[src/rtl/led_seq_pkg.sv]
`default_nettype none
// ============================================================================
// Module      : led_seq_pkg
// Description : Shared encodings for the LED pattern sequencer: mode codes,
//               FSM state codes, frame-0 constants per mode and the pattern
//               helper functions used by the top.
// Revision    : 1.0 - initial release
// ============================================================================
package led_seq_pkg;

    // Requested / active display mode
    localparam logic [1:0] MODE_OFF   = 2'd0;
    localparam logic [1:0] MODE_COUNT = 2'd1;
    localparam logic [1:0] MODE_CHASE = 2'd2;
    localparam logic [1:0] MODE_BLINK = 2'd3;

    // Sequencer FSM states
    localparam logic [1:0] ST_IDLE   = 2'd0;
    localparam logic [1:0] ST_SWITCH = 2'd1;
    localparam logic [1:0] ST_RUN    = 2'd2;

    // First frame shown by each mode
    localparam logic [3:0] FRAME0_OFF   = 4'b0000;
    localparam logic [3:0] FRAME0_COUNT = 4'b0000;
    localparam logic [3:0] FRAME0_CHASE = 4'b0001;
    localparam logic [3:0] FRAME0_BLINK = 4'b1111;

    // Highest step index before the pattern wraps back to frame 0
    function automatic logic [3:0] last_step(input logic [1:0] mode);
        case (mode)
            MODE_COUNT: last_step = 4'd15;
            MODE_CHASE: last_step = 4'd3;
            MODE_BLINK: last_step = 4'd1;
            default:    last_step = 4'd0;
        endcase
    endfunction

    // LED image for a given mode and step index
    function automatic logic [3:0] frame_of(input logic [1:0] mode, input logic [3:0] step);
        case (mode)
            MODE_COUNT: frame_of = FRAME0_COUNT + step;
            MODE_CHASE: frame_of = FRAME0_CHASE << step[1:0];
            MODE_BLINK: frame_of = step[0] ? 4'b0000 : FRAME0_BLINK;
            default:    frame_of = FRAME0_OFF;
        endcase
    endfunction

endpackage
`default_nettype wire

[src/rtl/led_tick_gen.sv]
`default_nettype none
// ============================================================================
// Module      : led_tick_gen
// Description : Pattern-step prescaler. Counts 0..TICK_DIV-1 while enabled and
//               flags the terminal count as a step tick.
//   CLK_12_MHZ  in  1  clock
//   reset       in  1  synchronous active-high reset
//   enable      in  1  count this cycle
//   clear       in  1  force the count back to 0 (has priority over enable)
//   tick        out 1  high while enabled at the terminal count
// Revision    : 1.0 - initial release
// ============================================================================
module led_tick_gen #(
    parameter int TICK_DIV = 6000000,
    parameter int CNT_W    = 23
) (
    input  logic CLK_12_MHZ,
    input  logic reset,
    input  logic enable,
    input  logic clear,
    output logic tick
);

    localparam logic [CNT_W-1:0] C_LAST = CNT_W'(TICK_DIV - 1);

    logic [CNT_W-1:0] r_cnt;

    always_ff @(posedge CLK_12_MHZ) begin
        if (reset || clear) begin
            r_cnt <= '0;
        end else if (enable) begin
            r_cnt <= (r_cnt == C_LAST) ? '0 : r_cnt + CNT_W'(1);
        end
    end

    assign tick = enable && (r_cnt == C_LAST);

endmodule
`default_nettype wire

[src/rtl/led_pattern_sequencer.sv]
`default_nettype none
// ============================================================================
// Module      : led_pattern_sequencer
// Description : Steps the four board LEDs through OFF/COUNT/CHASE/BLINK
//               patterns at a prescaled rate; modes change via a valid/ready
//               request port. Optional PWM dimming when LED_PWM_EN is defined.
//   CLK_12_MHZ      in  1  clock
//   reset           in  1  synchronous active-high reset
//   mode_req_valid  in  1  new mode presented
//   mode_req        in  2  requested mode
//   mode_req_ready  out 1  request accepted when valid && ready
//   brightness      in  4  PWM duty 0..15 (LED_PWM_EN builds only)
//   led             out 4  LED drive
//   frame_done      out 1  pulse when the pattern wraps to frame 0
//   busy            out 1  high in SWITCH and RUN
// Revision    : 1.0 - initial release
// ============================================================================
module led_pattern_sequencer
    import led_seq_pkg::*;
#(
    parameter int TICK_DIV = 6000000,
    parameter int CNT_W    = 23
) (
    input  logic       CLK_12_MHZ,
    input  logic       reset,
    input  logic       mode_req_valid,
    input  logic [1:0] mode_req,
    output logic       mode_req_ready,
`ifdef LED_PWM_EN
    input  logic [3:0] brightness,
`endif
    output logic [3:0] led,
    output logic       frame_done,
    output logic       busy
);

    logic [1:0] r_state;
    logic [1:0] r_mode;
    logic [3:0] r_step;
    logic [3:0] r_pattern;
    logic       r_frame_done;
    logic       r_busy;

    logic       w_xfer;
    logic       w_tick;
    logic [3:0] w_step_next;

    assign mode_req_ready = (r_state != ST_SWITCH);
    assign w_xfer         = mode_req_valid && mode_req_ready;
    assign w_step_next    = (r_step == last_step(r_mode)) ? 4'd0 : r_step + 4'd1;

    // Prescaler restarts from 0 in SWITCH so the first frame gets a full step
    led_tick_gen #(
        .TICK_DIV (TICK_DIV),
        .CNT_W    (CNT_W)
    ) u_tick_gen (
        .CLK_12_MHZ (CLK_12_MHZ),
        .reset      (reset),
        .enable     (r_state == ST_RUN),
        .clear      (r_state == ST_SWITCH),
        .tick       (w_tick)
    );

    always_ff @(posedge CLK_12_MHZ) begin
        if (reset) begin
            r_state      <= ST_IDLE;
            r_mode       <= MODE_OFF;
            r_step       <= 4'd0;
            r_pattern    <= 4'd0;
            r_frame_done <= 1'b0;
            r_busy       <= 1'b0;
        end else begin
            r_frame_done <= 1'b0;
            case (r_state)
                ST_IDLE: begin
                    if (w_xfer && mode_req != MODE_OFF) begin
                        r_state   <= ST_SWITCH;
                        r_mode    <= mode_req;
                        r_busy    <= 1'b1;
                        r_pattern <= 4'd0;
                    end
                end
                ST_SWITCH: begin
                    r_state   <= ST_RUN;
                    r_step    <= 4'd0;
                    r_pattern <= frame_of(r_mode, 4'd0);
                end
                ST_RUN: begin
                    // An accepted request takes precedence over a coincident tick
                    if (w_xfer) begin
                        r_pattern <= 4'd0;
                        if (mode_req == MODE_OFF) begin
                            r_state <= ST_IDLE;
                            r_mode  <= MODE_OFF;
                            r_busy  <= 1'b0;
                        end else begin
                            r_state <= ST_SWITCH;
                            r_mode  <= mode_req;
                        end
                    end else if (w_tick) begin
                        r_step       <= w_step_next;
                        r_pattern    <= frame_of(r_mode, w_step_next);
                        r_frame_done <= (w_step_next == 4'd0);
                    end
                end
                default: begin
                    r_state   <= ST_IDLE;
                    r_mode    <= MODE_OFF;
                    r_pattern <= 4'd0;
                    r_busy    <= 1'b0;
                end
            endcase
        end
    end

`ifdef LED_PWM_EN
    // Free-running duty counter; LEDs are lit while it is below brightness
    logic [3:0] r_pwm_cnt;

    always_ff @(posedge CLK_12_MHZ) begin
        if (reset) begin
            r_pwm_cnt <= 4'd0;
        end else begin
            r_pwm_cnt <= r_pwm_cnt + 4'd1;
        end
    end

    assign led = r_pattern & {4{r_pwm_cnt < brightness}};
`else
    assign led = r_pattern;
`endif

    assign frame_done = r_frame_done;
    assign busy       = r_busy;

endmodule
`default_nettype wire
[config.mk]
export PLATFORM = sky130hd
export DESIGN_NAME = led_pattern_sequencer
export DESIGN_NICKNAME = d
export VERILOG_FILES = /design/src/rtl/led_seq_pkg.sv /design/src/rtl/led_tick_gen.sv /design/src/rtl/led_pattern_sequencer.sv
export SDC_FILE = /design/constraint.sdc
export NUM_CORES = 1
export LEC_CHECK = 0
export CORE_ASPECT_RATIO = 1.1
export CORE_UTILIZATION = 50
export DETAILED_ROUTE_END_ITERATION = 10
export GPL_ROUTABILITY_DRIVEN = 0
export MAX_ROUTING_LAYER = met4
export PLACE_DENSITY = 0.73
export SYNTH_ARGS = -nofsm -noshare
export SYNTH_HDL_FRONTEND = slang
export SYNTH_SLANG_ARGS = --single-unit
export TNS_END_PERCENT = 100
[constraint.sdc]
create_clock -name CLK_12_MHZ -period 1.89 [get_ports CLK_12_MHZ]
set_input_delay 0.378 -clock CLK_12_MHZ [delete_from_list [all_inputs] [get_ports CLK_12_MHZ]]
set_output_delay 0.378 -clock CLK_12_MHZ [all_outputs]
set_load 0.02 [all_outputs]
Word level (Yosys, flattened, before mapping)
Cells that the tools add are included.
{"block": "word_totals", "reg_bits": 37, "latch_bits": 0, "ramBits": 0, "rom_bits": 0, "inputBits": 5, "memories": 0}
{"block": "classes", "add_sub_neg": 2, "n_mul": 0, "div_mod_pow": 0, "n_lt_le_gt_ge": 0, "eq_ne": 14, "shift": 1, "mux": 25, "bitwise": 3, "reduce_logical": 15}
{"operator": "$pmux 4 s3", "count": 3}
{"operator": "$mux 4", "count": 7}
{"operator": "$add 23x1->23 const B", "count": 1}
{"operator": "$eq 23x23->1 const B", "count": 1}
{"operator": "$mux 23", "count": 1}
{"operator": "$pmux 4 s2", "count": 2}
{"operator": "$pmux 2 s3", "count": 2}
{"operator": "$mux 2", "count": 5}
{"operator": "$ne 2x2->1 const B", "count": 5}
{"operator": "$eq 2x2->1 const B", "count": 3}
{"operator": "$reduce_and 3->1", "count": 2}
{"operator": "$add 4x1->4 const B", "count": 1}
{"operator": "$eq 2x1->1 const B", "count": 2}
{"operator": "$eq 4x4->1", "count": 1}
{"operator": "$logic_not 2->1", "count": 2}
{"operator": "$logic_not 4->1", "count": 1}
{"operator": "$mux 1", "count": 4}
{"operator": "$reduce_and 2->1", "count": 2}
{"operator": "$reduce_and 4->1", "count": 1}
{"operator": "$reduce_bool 2->1", "count": 2}
{"operator": "$reduce_or 4->1", "count": 1}
{"operator": "$shl 1x2->4 const A", "count": 1}
{"operator": "$logic_and 1x1->1", "count": 3}
{"operator": "$ne 3x3->1 const B", "count": 1}
{"operator": "other kinds (4)", "count": 6}

Depth between registers and ports, before layout
Gate-level depths: netlist (run 1).
{"block": "depth", "word_depth": 9, "mapped_depth": 8, "depth_no_buf": 7}

Hierarchy
A second synthesis (run 1) with hierarchy kept.
{"block": "hier_totals", "cells_unflattened": 247, "hier_area_um2": 2149.6}
{"mod": "led_tick_gen", "instances": 1, "cells_per_inst": 128, "area_each_um2": 1111.1, "seq_area_each_um2": 460.4}
{"mod": "led_pattern_sequencer", "instances": 1, "cells_per_inst": 119, "area_each_um2": 1038.5, "seq_area_each_um2": 280.3}

Worst setup path before layout (run 1)
Ideal clock, no wire load.
{"block": "synth_path", "kind": "flip-flop to flip-flop", "from": "register r_mode[1]", "to": "register r_pattern[2] (netlist: led[2])", "setup_ns": 0.095, "t_arrival_ns": 1.859, "slack_ns": -0.065, "path_stages_with_launch": 9, "path_buffers": 1, "period_less_slack_ns": 1.955, "cell_sequence": "dfxtp_1 > inv_1 > ha_1 > clkbuf_1 > and3_1 > o211ai_1 > a21oi_1 > a211o_1 > o311ai_1"}
{"block": "synth_between", "elab_chain_cells": 9, "elab_cells_between_ends": 13, "classes_between": "4 x eq/ne; 1 x shift; 8 x mux"}
{"item": "start: declaration", "line": "led_pattern_sequencer.sv:38", "text": "logic [1:0] r_mode;"}
{"item": "start signal: assignment", "line": "led_pattern_sequencer.sv:78", "text": "r_mode <= mode_req;"}
{"item": "start signal: assignment", "line": "led_pattern_sequencer.sv:98", "text": "r_mode <= mode_req;"}
{"item": "$eq 2x2->1 or $eq 2x1->1 (tied branches)", "line": "led_seq_pkg.sv:30, led_seq_pkg.sv:40"}
{"item": "$pmux 4 s3", "line": "led_seq_pkg.sv:30", "text": "case (mode)"}
{"item": "$eq 4x4->1", "line": "led_pattern_sequencer.sv:50", "text": "assign w_step_next = (r_step == last_step(r_mode)) ? 4'd0 : r_step + 4'd1;"}
{"item": "$mux 4", "line": "led_pattern_sequencer.sv:50"}
{"item": "$mux 4 or $shl 1x2->4 (tied branches)", "line": "led_seq_pkg.sv:43, led_seq_pkg.sv:42"}
{"item": "$pmux 4 s3", "line": "led_seq_pkg.sv:40", "text": "case (mode)"}
{"item": "$mux 4", "line": "led_pattern_sequencer.sv:100", "text": "end else if (w_tick) begin"}
{"item": "$mux 4", "line": "led_pattern_sequencer.sv:90", "text": "if (w_xfer) begin"}
{"item": "$pmux 4 s3 *", "line": "led_pattern_sequencer.sv:74", "text": "case (r_state)"}
{"item": "end signal: assignment", "line": "led_pattern_sequencer.sv:86", "text": "r_pattern <= frame_of(r_mode, 4'd0);"}
{"item": "end signal: assignment", "line": "led_pattern_sequencer.sv:102", "text": "r_pattern <= frame_of(r_mode, w_step_next);"}
{"item": "end: declaration", "line": "led_pattern_sequencer.sv:40", "text": "logic [3:0] r_pattern;"}
Mark *: on every way between the ends. The rest lies on a longest branch, timed or not. The select of a mux whose other input is x is not followed.
A chain may end at the register's enable or synchronous reset.

Worst setup path in the final report (run 1)
{"block": "layout_path", "from": "register u_tick_gen.r_cnt[9]", "to": "register r_pattern[2] (netlist: led[2])"}
{"block": "layout_between", "elab_chain_cells": 4}
{"item": "start: declaration", "line": "led_tick_gen.sv:26", "text": "logic [CNT_W-1:0] r_cnt;"}
{"item": "start signal: assignment", "line": "led_tick_gen.sv:32", "text": "r_cnt <= (r_cnt == C_LAST) ? '0 : r_cnt + CNT_W'(1);"}
{"item": "$eq 23x23->1", "line": "led_tick_gen.sv:36", "text": "assign tick = enable && (r_cnt == C_LAST);"}
{"item": "$logic_and 1x1->1", "line": "led_tick_gen.sv:36"}
{"item": "$ne 3x3->1 (no line)"}
{"item": "$reduce_and 2->1 (no line)"}
Every way passes these cells.

==> results of run 1 <==
==> final cells by class <==
cell class                      instances  area, um2
Fill cell                             341       1270
Multi-Input combinational cell        181       1240
Sequential cell                        37        743
Timing Repair Buffer                   40        339
Clock buffer                            6       72.6
Tap cell                               50       62.6
Inverter                                8       30.0
Clock inverter                          2       10.0
==> per-stage QoR <==
step,instances,setup slack (ps)
floorplan,234,10.5
global placement,313,0.575
detailed placement,313,-37.6
CTS,321,0.477
global route,324,-74.0
finish,324,28.8
==> cells in the mapped netlist, types with 6 or more instances <==
cell                      number  area share [%]
sky130_fd_sc_hd__xnor2_1       6             2.6
sky130_fd_sc_hd__ha_1         10             6.2
sky130_fd_sc_hd__nor2_1       31             5.7
sky130_fd_sc_hd__nand2_1      15             2.8
sky130_fd_sc_hd__nand4_1      10             3.1
sky130_fd_sc_hd__inv_1         8             1.5
sky130_fd_sc_hd__dfxtp_1      37              37
sky130_fd_sc_hd__xor2_1       19             8.2
sky130_fd_sc_hd__a21oi_1       8             2.0
sky130_fd_sc_hd__o21ai_0       6             1.5
sky130_fd_sc_hd__and3_1        6             1.9
sky130_fd_sc_hd__nand3_1      17             4.2
==> how the worst max path moves through the flow <==
stage	cells after the start	from	slack, ps	end
floorplan	5	u_tick_gen.r_cnt[9]	10	led[2]
global placement	7	mode_req_valid	0.6	led[2]
detailed placement	7	mode_req_valid	-40	led[2]
CTS	7	r_mode[1]	0.5	led[2]
global route	5	u_tick_gen.r_cnt[9]	-70	frame_done
finish	6	u_tick_gen.r_cnt[9]	30	led[2]
==> power groups by stage <==
stage / Clock, mW / Combinational [mW] / Sequential (mW)
finish: 0.530 / 0.294 / 0.800
global route: 0.575 / 0.325 / 0.802
CTS: 0.544 / 0.282 / 0.800
detailed placement: 0 / 0.278 / 0.818
global placement: 0 / 0.276 / 0.817
floorplan: 0 / 0.165 / 0.821
==> per-layer routing <==
layer / share of wire [%] / track usage, %
met5: 0 / -
met4: 0.99 / 8.14
met3: 3.4 / 5.43
met2: 49 / 39.1
met1: 47 / 27.3
==> cell families (layout without fill, tap and decap cells) <==
logic type / after synthesis / count (layout) / share of synthesized area (%)
mux: 6 / 6 / 3.09
xor+xnor: 25 / 25 / 10.8
fa+ha+maj: 10 / 10 / 6.18
flops: 37 / 37 / 36.6
compound gates: 36 / 36 / 12.7
simple gates: 104 / 104 / 27.4
buf+inv: 16 / 56 / 3.15
==> timing repair <==
action | CTS | global route
buffers inserted | 0 | 3
endpoints found under the setup margin | 2 | 24
pin swaps | 1 | 2
resized for setup | 3 | 4
hold endpoints to repair | 0 | 0
==> registers in the layout, summed over array words and instances (netlist names) <==
register and count:
u_tick_gen.r_cnt 23, led 4, r_step 4, r_mode 2, r_state 2, busy 1, frame_done 1
==> critical path, cell delays in order (launching register included) <==
cell,delay [ps]
sky130_fd_sc_hd__dfxtp_1,310
sky130_fd_sc_hd__or4b_4,540
sky130_fd_sc_hd__nor4_4,250
sky130_fd_sc_hd__buf_4,180
sky130_fd_sc_hd__a22oi_4,60
sky130_fd_sc_hd__or3_1,350
sky130_fd_sc_hd__o311ai_1,80
==> summary.txt, run 1 <==
Clock tree
  – Insertion delay of the later-clocked pin in the worst-skew pair: 290 ps
  – Number of clock sinks: 37
  – Count of H-tree levels built during CTS: 2
  – Deepest clock path buffer count: 2
  – Cts bufs inserted: 5
  – Clock root buffer: sky130_fd_sc_hd__clkbuf_8
  – Hold bufs inserted after CTS: 0
  – Clock transition time at the flip-flop clock pins of the worst setup and hold paths: about 70 ps
  – TritonCTS clock tree: done

Placed design
  – Input/output buffers: 11
  – Detailed placement HPWL: slightly above 3000 um
  – Cell area after placement: roughly 2400 um2

Hold path
  – Worst Hold Class: flop to flop
  – Endpoint of the worst hold path: led[3]
  – Depth of the worst hold-timing path: 2
  – Hold path startpoint: led[3]

Worst setup path
  – Internal reg-to-reg setup slack: 30 ps
  – Critical R2R Capture: led[2]
  – Crit Path Category: flop to flop
  – Kind of end point of the critical path: flop
  – Launching element type of the critical path: flop
  – Required time reported for the critical path endpoint: 2090 ps
  – Worst-path fanout max: 5
  – CP Data Arrival Time: 2060 ps
  – Worst R2R Start: u_tick_gen.r_cnt[9]
  – Depth of the worst register-to-register path: 6

Timing
  – Post-route worst hold slack: about 500 ps
  – Slew @ Worst Pin: approximately 370 ps
  – Slew Viols, Final: 0
  – Final setup fails: 0
  – Endpoints failing hold: 0
  – Maximum clock skew at final layout: approximately 8.7 ps
  – Max Clk Rate: roughly 540 MHz
  – Setup Total Neg Slack: 0 ps
  – Final worst path period need: between 1500 and 2000 ps
  – Slew margin rel.: around three quarters
  – Period Utilization, post-route: a little over nine tenths
  – Unrepaired setup endpoints after global routing: yes

Power and ir drop
  – Power after layout: approximately 1.6 mW
  – Power dissipated by switching net loads: around 0.44 mW
  – Share of total power in sequential cells: 49.3%
  – Clock share of power: about 33%
  – Pwr/cell area: approximately 650 nW/um2
  – Switching Share: ~27%
  – Maximum VDD drop: around 0.51 mV
  – Internal power of the cells: roughly 1.2 mW
  – Leakage: slightly above 1 nW
  – Combinational power share: about 18%

Detailed routing
  – Routed vias/inst: approximately 5.5
  – Pre-antenna DRT Iters: 4
  – Detail-routed net length per standard cell: around 13 um
  – Residual antenna-violating net count after detailed routing: 0
  – Total number of vias: between 1500 and 2000
  – Wire length reported by the detailed router: roughly 4200 um
  – Remaining design rule violation count: 0
  – Initial drt markers: approximately 170

Die
  – Die Wd: ~63 um
  – Initial cell density of the core: roughly 54%
  – Floorplan row count: 23
  – Core box area: 3770 um2
  – Die Span Y: just under 70 um
  – Total I/O pin count: 12
  – Overall die area: 4310 um2

Logic synthesis
  – Seq/Total Area, Yosys: approximately 37%
  – Number of enable-type register cells in the synthesized netlist: 0
  – Synth Instances: roughly 230
  – Avg Cell Area, Syn: about 8.7 um2
  – Most frequently used flop master after synthesis: sky130_fd_sc_hd__dfxtp_1
  – Post-synthesis instance area: approximately 2000 um2
  – YS warnings: 0
  – Synthesized net count: between 200 and 250
  – FFs w/ async S/R, synth: 0%
  – Number of storage elements in the synthesis netlist: 37
  – Number of distinct library cells after synthesis: 43

Layout
  – End-of-flow core utilization: 66.2%
  – Final design area excluding fillers: roughly 2500 um2
  – Layout overhead on the synthesized area: 23.2%
  – Commonest cells after routing, fill and taps aside: sky130_fd_sc_hd__dfxtp_1, sky130_fd_sc_hd__nor2_1, sky130_fd_sc_hd__buf_4
  – Diode insertion count for antenna repair: 0
  – Leading cell type in the layout, fill and taps excluded: sky130_fd_sc_hd__dfxtp_1
  – Fraction of final layout cells with drive strength greater than 1: 18.2%
  – NumNets Final: approximately 290

Global routing
  – Largest net degree at the start of global routing: 23
  – First-pass GRT wire length: approximately 7500 um
  – GR Util All Layers: a little under a quarter
  – Via count of the first global-routing pass: approximately 1700
  – Initial antenna violation count: 0
  – GRT Residual Overflow: 0

Outcome
  – Result of the run: finished, final reports clean

Run
  – Maxcap violations: 0
No activity file was read; power rests on OpenSTA's default activity.
==> run 2, diff against run 1 <==
- REMOVE_ABC_BUFFERS: default -> 1
==> run 2 against run 1 <==
Worst setup slack gained 2.4 ps. Wire length grew 7.3%. Total power grew 2.8%. Final cell count is the same. Sequential cell count is the same. Hold slack lost 1.4 ps. Critical path depth is the same. Global-route usage grew 0.31 points. Combinational power grew 8.5%. Clock power grew 3%. Non-clock buffer count grew 1. Critical path type unchanged. Largest power group unchanged.
==> summary.txt, run 2 (synthesis gave the netlist of run 1 again) <==
Outcome
  – Result of the run: finished, final reports clean (unchanged)

Power and ir drop
  – Switching Share: 25.8% (was 26.9%)
  – Internal power of the cells: 1.24 mW (was 1.19 mW)
  – Maximum VDD drop: 0.498 mV (was 0.515 mV)
  – Leakage: 1.02 nW (was 1.01 nW)
  – Pwr/cell area: 659 nW/um2 (was 651 nW/um2)
  – Share of total power in sequential cells: 48.1% (was 49.3%)
  – Power after layout: 1.67 mW (was 1.62 mW)
  – Combinational power share: 19.1% (was 18.1%)
  – Power dissipated by switching net loads: 0.431 mW (was 0.437 mW)
  – Clock share of power: 32.8% (was 32.6%)

Detailed routing
  – Wire length reported by the detailed router: 4550 um (was 4240 um)
  – Detail-routed net length per standard cell: 14.0 um (was 13.1 um)
  – Initial drt markers: 84 (was 167)
  – Remaining design rule violation count: 0 (unchanged)
  – Pre-antenna DRT Iters: 4 (unchanged)
  – Routed vias/inst: 5.53 (was 5.51)
  – Residual antenna-violating net count after detailed routing: 0 (unchanged)
  – Total number of vias: 1791 (was 1785)

Layout
  – Commonest cells after routing, fill and taps aside: sky130_fd_sc_hd__dfxtp_1, sky130_fd_sc_hd__nor2_1, sky130_fd_sc_hd__buf_4 (unchanged)
  – Non-filler cells in the finished layout: 324 (unchanged)
  – Layout overhead on the synthesized area: 25.1% (was 23.2%)
  – NumNets Final: 289 (was 288)
  – Max FFs per register: 23 (unchanged)
  – Leading cell type in the layout, fill and taps excluded: sky130_fd_sc_hd__dfxtp_1 (unchanged)
  – Fraction of final layout cells with drive strength greater than 1: 20.8% (was 18.2%)
  – Largest Register: u_tick_gen.r_cnt (unchanged)
  – End-of-flow core utilization: 67.2% (was 66.2%)
  – Diode insertion count for antenna repair: 0 (unchanged)

Timing
  – Final setup fails: 0 (unchanged)
  – Maximum clock skew at final layout: 10.4 ps (was 8.70 ps)
  – Max Clk Rate: 538 MHz (was 537 MHz)
  – Period Utilization, post-route: 98.3% (was 98.5%)
  – Final worst path period need: 1860 ps (about the same)
  – Slew @ Worst Pin: 422 ps (was 375 ps)
  – Slew Viols, Final: 0 (unchanged)
  – Slew margin rel.: 71.1% (was 74.4%)
  – Endpoints failing hold: 0 (unchanged)
  – Setup Total Neg Slack: 0 ps (unchanged)
  – Unrepaired setup endpoints after global routing: yes (unchanged)

Global routing
  – Largest net degree at the start of global routing: 23 (unchanged)
  – Via count of the first global-routing pass: 1661 (was 1683)
  – GR Util All Layers: 23.4% (was 23.1%)
  – Initial antenna violation count: 0 (unchanged)
  – First-pass GRT wire length: 7580 um (was 7530 um)
  – GRT Residual Overflow: 0 (unchanged)

Clock tree
  – Hold bufs inserted after CTS: 0 (unchanged)
  – Deepest clock path buffer count: 2 (unchanged)
  – Cts bufs inserted: 5 (unchanged)
  – TritonCTS clock tree: done (unchanged)
  – Count of H-tree levels built during CTS: 2 (unchanged)
  – Number of clock sinks: 37 (unchanged)
  – Clock root buffer: sky130_fd_sc_hd__clkbuf_8 (unchanged)
  – Clock transition time at the flip-flop clock pins of the worst setup and hold paths: 70 ps (about the same)
  – Insertion delay of the later-clocked pin in the worst-skew pair: 290 ps (about the same)

Worst setup path
  – Internal reg-to-reg setup slack: 30 ps (about the same)
  – Required time reported for the critical path endpoint: 2090 ps (about the same)
  – Kind of end point of the critical path: flop (unchanged)
  – Launching element type of the critical path: flop (unchanged)
  – CP Data Arrival Time: 2060 ps (about the same)
  – Worst-path fanout max: 5 (unchanged)
  – Crit Path Category: flop to flop (unchanged)

Die
  – Floorplan row count: 23 (unchanged)
  – Die Span Y: 68.7 um (unchanged)
  – Core box area: 3770 um2 (unchanged)
  – Overall die area: 4310 um2 (unchanged)
  – Total I/O pin count: 12 (unchanged)
  – Initial cell density of the core: 53.7% (unchanged)
  – Die Wd: 62.7 um (unchanged)

Run
  – Maxcap violations: 0 (unchanged)

Placed design
  – Placed cells: 313 (unchanged)
  – Input/output buffers: 11 (unchanged)
  – Detailed placement HPWL: 3090 um (was 3040 um)

Hold path
  – Worst Hold Class: flop to flop (unchanged)
## run 2: cell types whose count changed in the layout (fill, tap and decap cells not counted), sizes merged
cell,delta
buf,+1
clkinv,-2
clkbuf,+1
## run 2: worst paths after layout
check / startpoint / to / cells after the start
setup / recovery: u_tick_gen.r_cnt[9] / led[2] / 6
hold / removal: led[3] / led[3] / 2
setup reg to reg: u_tick_gen.r_cnt[9] / led[2] / 6
hold reg to reg: led[3] / led[3] / 2
## run 2: layer usage
metal / part of all wire, % / vias to the layer above / track usage, %
met4: 1.9 / 0 / 10.2
met3: 4.3 / 11 / 4.93
met5: 0 / - / -
met2: 50 / 39 / 39.5
li1: - / 911 / -
met1: 44 / 830 / 27.4
## run 2: layout make-up
class	count	area (um2)
fillers	314	1240
multi-input cells	181	1260
well taps	50	62.6
clock buffers	7	86.3
inverters	8	30.0
repair buffers	41	347
flip-flops and latches	37	744
## run 2: power groups by stage
stage	logic (mW)	clock network, mW	registers (mW)
floorplan	0.155	0	0.821
detailed placement	0.278	0	0.818
global placement	0.278	0	0.817
finish	0.319	0.548	0.802
CTS	0.279	0.560	0.800
global route	0.348	0.603	0.803
## run 2: worst max-delay path, stage by stage, from the launching register on
cell and delay [ps]:
sky130_fd_sc_hd__dfxtp_1 310, sky130_fd_sc_hd__or4b_4 540, sky130_fd_sc_hd__nor4_4 250, sky130_fd_sc_hd__buf_4 180, sky130_fd_sc_hd__a22oi_4 60, sky130_fd_sc_hd__or3_1 360
sky130_fd_sc_hd__o311ai_1 80
## run 2: timing repair
action	in CTS	in global routing
gates resized for setup	1	13
cloned	0	0
pin swaps	0	4
setup endpoints to repair	1	21
buffers inserted	0	4
## run 2: through the flow
stage	instance area, um2	worst slack, ps	hold WS [ps]
after floorplan	1990	7.30	447
after global placement	2370	-5.20	471
after detailed placement	2370	-38.7	476
after CTS	2460	10.0	490
after global routing	2530	-98.2	529
final	2530	31.3	489
